### src/rtl/fetch_pkg.sv
// Shared types and defaults for the instruction-fetch front end.
package fetch_pkg;

    localparam int ADDR_W = 12;
    localparam int INSN_W_DEF = 32;
    localparam logic [ADDR_W-1:0] RESET_PC_DEF = 12'h000;

    typedef enum logic [1:0] {
        BOOT = 2'd0,
        RUN  = 2'd1,
        HALT = 2'd2
    } fetch_state_e;

endpackage

### src/rtl/full_adder12.sv
// 12-bit ripple-carry adder used as the program-counter incrementer.
module full_adder12
    import fetch_pkg::*;
(
    input  logic [ADDR_W-1:0] a,
    input  logic [ADDR_W-1:0] b,
    input  logic              cin,
    output logic [ADDR_W-1:0] sum,
    output logic              cout
);

    logic [ADDR_W:0] carry_s;

    assign carry_s[0] = cin;

    for (genvar i = 0; i < ADDR_W; i++) begin : g_bit
        assign sum[i]         = a[i] ^ b[i] ^ carry_s[i];
        assign carry_s[i + 1] = (a[i] & b[i]) | (carry_s[i] & (a[i] ^ b[i]));
    end

    assign cout = carry_s[ADDR_W];

endmodule

### src/rtl/fetch_pc_unit.sv
// Fetch-stage front end: owns the PC, drives the sync ROM address, hands {insn, pc, pc+1} to decode.
// Optional build macro PC_WRAP_TRAP_EN: a PC wrap past 12'hFFF raises a sticky trap and halts fetch.
module fetch_pc_unit
    import fetch_pkg::*;
#(
    parameter logic [ADDR_W-1:0] RESET_PC = RESET_PC_DEF,
    parameter int                INSN_W   = INSN_W_DEF
) (
    input  logic              clock,
    input  logic              reset,
    output logic [ADDR_W-1:0] imem_addr,
    input  logic [INSN_W-1:0] imem_data,
    input  logic              redirect_en,
    input  logic [ADDR_W-1:0] redirect_pc,
    input  logic              halt_req,
    output logic              fd_valid,
    input  logic              fd_ready,
    output logic [INSN_W-1:0] fd_insn,
    output logic [ADDR_W-1:0] fd_pc,
    output logic [ADDR_W-1:0] fd_pc_plus1,
    output logic              pc_wrap_err
);

`ifdef PC_WRAP_TRAP_EN
    localparam logic TRAP_EN = 1'b1;
`else
    localparam logic TRAP_EN = 1'b0;
`endif

    fetch_state_e      state_r;
    fetch_state_e      state_nxt_s;
    logic [ADDR_W-1:0] pc_r;
    logic [ADDR_W-1:0] pc_nxt_s;
    logic [ADDR_W-1:0] fetch_pc_r;
    logic [ADDR_W-1:0] fetch_pc_nxt_s;
    logic [ADDR_W-1:0] fetch_pc1_r;
    logic [ADDR_W-1:0] fetch_pc1_nxt_s;
    logic              fetch_vld_r;
    logic              fetch_vld_nxt_s;
    logic              wrap_err_r;
    logic              wrap_set_s;
    logic [ADDR_W-1:0] pc_inc_s;
    logic              pc_cout_s;
    logic              stall_s;

    full_adder12 u_pc_incr (
        .a    (pc_r),
        .b    (12'd1),
        .cin  (1'b0),
        .sum  (pc_inc_s),
        .cout (pc_cout_s)
    );

    // State register.
    always_ff @(posedge clock) begin
        if (reset) begin
            state_r <= BOOT;
        end else begin
            state_r <= state_nxt_s;
        end
    end

    // Next-state and next-datapath decode; redirect outranks everything but reset.
    always_comb begin
        state_nxt_s     = state_r;
        pc_nxt_s        = pc_r;
        fetch_pc_nxt_s  = fetch_pc_r;
        fetch_pc1_nxt_s = fetch_pc1_r;
        fetch_vld_nxt_s = fetch_vld_r;
        wrap_set_s      = 1'b0;
        if (redirect_en) begin
            state_nxt_s     = RUN;
            pc_nxt_s        = redirect_pc;
            fetch_vld_nxt_s = 1'b0;
        end else begin
            case (state_r)
                BOOT: begin
                    state_nxt_s = RUN;
                end
                RUN: begin
                    if (halt_req) begin
                        state_nxt_s     = HALT;
                        fetch_vld_nxt_s = 1'b0;
                    end else if (stall_s) begin
                        fetch_vld_nxt_s = fetch_vld_r;
                    end else begin
                        fetch_pc_nxt_s  = pc_r;
                        fetch_pc1_nxt_s = pc_inc_s;
                        fetch_vld_nxt_s = 1'b1;
                        pc_nxt_s        = pc_inc_s;
                        // The wrapping instruction itself is still presented before halting.
                        if (TRAP_EN && pc_cout_s) begin
                            wrap_set_s  = 1'b1;
                            state_nxt_s = HALT;
                        end else begin
                            wrap_set_s  = 1'b0;
                        end
                    end
                end
                HALT: begin
                    if (stall_s) begin
                        fetch_vld_nxt_s = fetch_vld_r;
                    end else begin
                        fetch_vld_nxt_s = 1'b0;
                    end
                end
                default: begin
                    state_nxt_s     = BOOT;
                    fetch_vld_nxt_s = 1'b0;
                end
            endcase
        end
    end

    // Datapath registers and sticky wrap flag.
    always_ff @(posedge clock) begin
        if (reset) begin
            pc_r        <= RESET_PC;
            fetch_pc_r  <= 12'h000;
            fetch_pc1_r <= 12'h000;
            fetch_vld_r <= 1'b0;
            wrap_err_r  <= 1'b0;
        end else begin
            pc_r        <= pc_nxt_s;
            fetch_pc_r  <= fetch_pc_nxt_s;
            fetch_pc1_r <= fetch_pc1_nxt_s;
            fetch_vld_r <= fetch_vld_nxt_s;
            wrap_err_r  <= wrap_err_r | wrap_set_s;
        end
    end

    // Output decode; a stalled fetch replays its address so ROM data stays put.
    always_comb begin
        stall_s     = fetch_vld_r & ~fd_ready;
        imem_addr   = stall_s ? fetch_pc_r : pc_r;
        fd_insn     = fetch_vld_r ? imem_data : {INSN_W{1'b0}};
        fd_valid    = fetch_vld_r;
        fd_pc       = fetch_pc_r;
        fd_pc_plus1 = fetch_pc1_r;
        pc_wrap_err = wrap_err_r;
    end

endmodule
### config.mk
export PLATFORM = sky130hd
export DESIGN_NAME = fetch_pc_unit
export DESIGN_NICKNAME = d
export VERILOG_FILES = /design/src/rtl/fetch_pkg.sv /design/src/rtl/full_adder12.sv /design/src/rtl/fetch_pc_unit.sv
export SDC_FILE = /design/constraint.sdc
export NUM_CORES = 1
export LEC_CHECK = 0
export CELL_PAD_IN_SITES_DETAIL_PLACEMENT = 2
export CELL_PAD_IN_SITES_GLOBAL_PLACEMENT = 2
export CORE_MARGIN = 8
export CORE_UTILIZATION = 23
export CTS_CLUSTER_DIAMETER = 120
export DETAILED_ROUTE_END_ITERATION = 10
export MAX_ROUTING_LAYER = met4
export PLACE_DENSITY = 0.83
export SKIP_CTS_REPAIR_TIMING = 1
export SLEW_MARGIN = 40
export SYNTH_ARGS = -nofsm -noshare
export SYNTH_HDL_FRONTEND = slang
export SYNTH_HIERARCHICAL = 1
export SYNTH_SLANG_ARGS = --single-unit
### constraint.sdc
create_clock -name clock -period 6.3 [get_ports clock]
set_input_delay 1.26 -clock clock [delete_from_list [all_inputs] [get_ports clock]]
set_output_delay 1.26 -clock clock [all_outputs]
set_load 0.05 [all_outputs]
# ---- Word-level counts from Yosys, hierarchy flattened
# Cells that the tools add are included.
dict set report word_totals {
  regBits 39
  inputBits 49
  elab_cells 66
}
dict set report classes {
  n_bitwise 29
  mux 13
  n_eq_ne 9
  reduce_logical 9
}
# operator count
set op_table {}
lappend op_table {{$mux W12} 5}
lappend op_table {{$mux W32} 1}
lappend op_table {{$and A1 B1 Y1} 11}
lappend op_table {{$xor A1 B1 Y1} 11}
lappend op_table {{$ne A2 B2 Y1 const B} 5}
lappend op_table {{$reduce_and A3 Y1} 3}
lappend op_table {{$not A1 Y1} 7}
lappend op_table {{$ne A3 B3 Y1 const B} 2}
lappend op_table {{$pmux W2 S3} 1}
lappend op_table {{$mux W1} 4}
lappend op_table {{$reduce_and A2 Y1} 2}
lappend op_table {{$reduce_and A4 Y1} 1}
lappend op_table {{$pmux W1 S3} 1}
lappend op_table {{$eq A2 B1 Y1 const B} 1}
lappend op_table {{$eq A2 B2 Y1 const B} 1}
lappend op_table {{$logic_not A2 Y1} 1}
lappend op_table {{$mux W2} 1}
lappend op_table {{$reduce_bool A2 Y1} 1}
lappend op_table {{$reduce_or A2 Y1} 1}

# ---- Logic depth before layout (Yosys ltp)
dict set report logic_depth {
  ltp_word 15
  mapped_depth 18
  ltp_nobuf 18
}

# ---- Hierarchy
# The synthesis kept the hierarchy.
# module area_per_inst_um2 n_inst seq_area_each_um2 cells_per_inst
set by_module_without_submodules {}
lappend by_module_without_submodules {fetch_pc_unit 2238.4 1 780.7 270}
lappend by_module_without_submodules {full_adder12 277.8 1 0.0 22}

# ---- Worst setup path after synthesis
# No wires, ideal clock.
dict set report synth_timing {
  kind {reg-to-reg}
  startpoint {register pc_r[0]}
  endpoint {register pc_r[11]}
  setup_ns 0.095
  synth_period_minus_slack_ns 5.338
  path_stages_with_launch 19
  path_buffers 0
  path_slack_ns 0.962
  t_arrival_ns 5.243
  cell_sequence {dfxtp_1 > fa_1 > inv_1 > fa_1 > inv_1 > fa_1 > fa_1 > fa_1 > fa_1 > fa_1 > fa_1 > fa_1 > fa_1 > fa_1 > inv_1 > fa_1 > inv_1 > a41oi_1 > a221oi_1}
}
dict set report synth_between {
  elab_chain_len 15
}
# element line
set synth_lines {}
lappend synth_lines {{from (decl)} fetch_pc_unit.sv:32} ;# logic [ADDR_W-1:0] pc_r;
lappend synth_lines {{from (signal assigned)} fetch_pc_unit.sv:124} ;# pc_r <= pc_nxt_s;
lappend synth_lines {{$and A1 B1 Y1 (10 in series)} full_adder12.sv:18} ;# assign carry_s[i + 1] = (a[i] & b[i]) | (carry_s[i] & (a[i] ^ b[i]));
lappend synth_lines {{$xor A1 B1 Y1} full_adder12.sv:17} ;# assign sum[i] = a[i] ^ b[i] ^ carry_s[i];
lappend synth_lines {{named net pc_inc_s[11]} fetch_pc_unit.sv:42} ;# logic [ADDR_W-1:0] pc_inc_s;
lappend synth_lines {{$mux W12} fetch_pc_unit.sv:84} ;# end else if (stall_s) begin
lappend synth_lines {{$mux W12} fetch_pc_unit.sv:81} ;# if (halt_req) begin
lappend synth_lines {{$mux W12} fetch_pc_unit.sv:76} ;# case (state_r)
lappend synth_lines {{$mux W12} fetch_pc_unit.sv:71} ;# if (redirect_en) begin
# The timed path passes the listed nets, and every way through them passes these cells. The select of a mux whose other input is x is not followed.
# A chain may end at the register's enable or synchronous reset.

# ---- Worst setup path in the final report
# Ends and elaborated chain as after synthesis.

==> flow_summary.toml <==
[cells_and_area]
layout-drive-gt1-share = 0.0490
n_fill_cell = 1218
area_added_between_synthesis_and_finish_pct = 57.0
final_core_util = 0.367
leading_cell_type_in_the_layout_fill_and_taps_excluded = "sky130_fd_sc_hd__clkdlybuf4s50_1"
design.final.nets = 468
layout_common_cells = "sky130_fd_sc_hd__clkdlybuf4s50_1, sky130_fd_sc_hd__nand2b_1, sky130_fd_sc_hd__dfxtp_1"
finish.instance_area_um2 = 3950
num_antenna_cells = 0

[drt]
wl_um = 9480
detailroute.via_count = 2492
dr.pass1.iters = 4
drc = 0
drt_first_iter_violations = 73
mean_number_of_vias_per_cell = 4.55
average_detailed_routed_wire_length_per_instance_um = 17.3
detail_route_antenna_nets = 0

[grt]
gr_ovfl_total = 0
busiest_layer = "met2"
grt_start_max_net_pins = 64
grt_pass1_vias = 2857
globalRouteMet1Util = 0.144
grt_pass1_wl_um = 15200
grt_util_met3 = 0.0354
met2_usage_grt = 0.241
antenna_found_initial = 0
grtUsageTotal = 0.135

[die]
core_um2 = 10700
die-area_um2 = 14500
starting_utilization_of_the_core_area = 0.234
floorplan.die.width_um = 121
ioPinCount = 119
core.rowCount = 38
die-height_um = 121

[hold_path]
worst_hold_path.num_cells = 2
worst_hold_startpoint = "fd_pc_plus1[4]"
whs_endpoint = "fd_pc_plus1[4]"
worstHoldPathType = "reg -> reg"

[power_and_ir_drop]
power.sequential.fraction = 0.378
power_switching_share = 0.337
vdd.ir_drop.worst_mv = 0.0686
power.internal_mw = 0.485
switch_pwr_mw = 0.246
p_per_area_nw_per_um2 = 185
combPwrFrac = 0.314
cellLeakagePower_nw = 1.51
share_clk_of_total_power = 0.307

[worst_setup_path]
worst_setup_path_start_kind = "register"
worstPathMaxFanout = 4
worstPathArrival_ns = 5.89
timing.rr.end = "pc_r[11]"
req_time_crit_path_ns = 6.51
worst_case_reg_to_reg_path_depth = 18
worstReg2RegStart = "pc_r[0]"
endpoint_kind = "register"
r2r_slack_ns = 0.62
setup.worst_path.class = "reg -> reg"

[cts]
cts.reportedPaths.clkPinSlew_ns = 0.08
root_buffer = "sky130_fd_sc_hd__clkbuf_8"
numClockSinks = 39
worst_skew_pair.late_latency_ns = 0.30
cts_inserted_buffers = 5
cts_buffer_depth = 2
tritoncts_clock_tree = "done"
clock_tree.htree_level_count = 2

[timing]
finalHoldViolations = 0
setup_violations = 0
worst_slew_pin_slew_ns = 0.619
final-max-slew-violation-count = 0
post-route-period-util = 0.902
fin_setup_tns_ns = 0
fin_skew_ns = 0.0103
post-route-min-period_ns = 5.68
setup_repair_after_global_routing_missed_its_margin = "false"
timing.max_slew.rel_slack = 0.587
hold_slack_ns = 0.479
max_freq_mhz = 176

[synth]
synthCells = 291
synth-warning-count = 6
synthesized_area_divided_by_synthesized_cell_count_um2 = 8.63
netlist_area_um2 = 2510

[placement]
post-dp-hpwl_um = 7410
finalWeightedCongestion = 0.791
placement_cell_area_um2 = 3830
placement.io_buffers = 117

[status]
outcome = "finished, final reports clean"

[run]
number_of_max_cap_violations = 0
[power by group through the flow]
| stage | combinational [mW] | clock, mW | sequential, mW |
|---|---|---|---|
| after floorplan | 0.123 | 0 | 0.296 |
| final | 0.230 | 0.224 | 0.277 |
| after global routing | 0.247 | 0.238 | 0.280 |
| after global placement | 0.225 | 0 | 0.281 |
| after CTS | 0.234 | 0.231 | 0.277 |
| after detailed placement | 0.232 | 0 | 0.283 |
[critical path, cell delays in order, from the launching register on]
cell and delay (ns):
sky130_fd_sc_hd__dfxtp_1 0.36, sky130_fd_sc_hd__fa_1 0.44, sky130_fd_sc_hd__inv_1 0.09, sky130_fd_sc_hd__fa_1 0.17
sky130_fd_sc_hd__inv_1 0.05, sky130_fd_sc_hd__fa_1 0.38, sky130_fd_sc_hd__fa_1 0.40, sky130_fd_sc_hd__fa_1 0.41
sky130_fd_sc_hd__fa_1 0.40, sky130_fd_sc_hd__fa_1 0.39, sky130_fd_sc_hd__fa_1 0.39, sky130_fd_sc_hd__fa_1 0.39
sky130_fd_sc_hd__fa_1 0.39, sky130_fd_sc_hd__fa_1 0.37, sky130_fd_sc_hd__inv_1 0.08, sky130_fd_sc_hd__fa_1 0.41
sky130_fd_sc_hd__inv_1 0.08, sky130_fd_sc_hd__a41oi_1 0.10, sky130_fd_sc_hd__a221oi_1 0.30
[registers in the layout, indices dropped and copies added (netlist names)]
register	flops
fd_valid	1
fd_pc	12
fd_pc_plus1	12
state_r	2
pc_r	12
[stage by stage]
stage               power [mW]  cells  setup WS, ns
floorplan                0.419    303         0.962
global placement         0.507    539         0.806
detailed placement       0.514    540         0.599
CTS                      0.742    548         0.573
global route             0.765    548         0.376
finish                   0.731    548         0.620
[per-layer routing]
layer | share of wire | routed length (um)
met1 | 0.41 | 3840
met3 | 0.053 | 499
met4 | 0.020 | 191
met2 | 0.52 | 4940
met5 | 0 | 0
[worst max path at each step]
stage | from | slack [ns] | end | depth (start not counted)
CTS | pc_r[0] | 0.57 | pc_r[11] | 18
finish | pc_r[0] | 0.62 | pc_r[11] | 18
floorplan | pc_r[0] | 0.96 | pc_r[11] | 18
global route | pc_r[0] | 0.38 | pc_r[11] | 18
detailed placement | pc_r[0] | 0.60 | pc_r[11] | 18
global placement | pc_r[0] | 0.81 | pc_r[11] | 18
[area by class of cell]
type	count	area (um2)	share of cell area
Clock buffer	6	82.6	0.0209
Clock inverter	2	35.0	0.00888
Inverter	22	82.6	0.0209
Multi-Input combinational cell	216	1580	0.400
Sequential cell	39	782	0.198
Tap cell	140	175	0.0444
Timing Repair Buffer	123	1210	0.307
(Power assumes the default switching activity.)
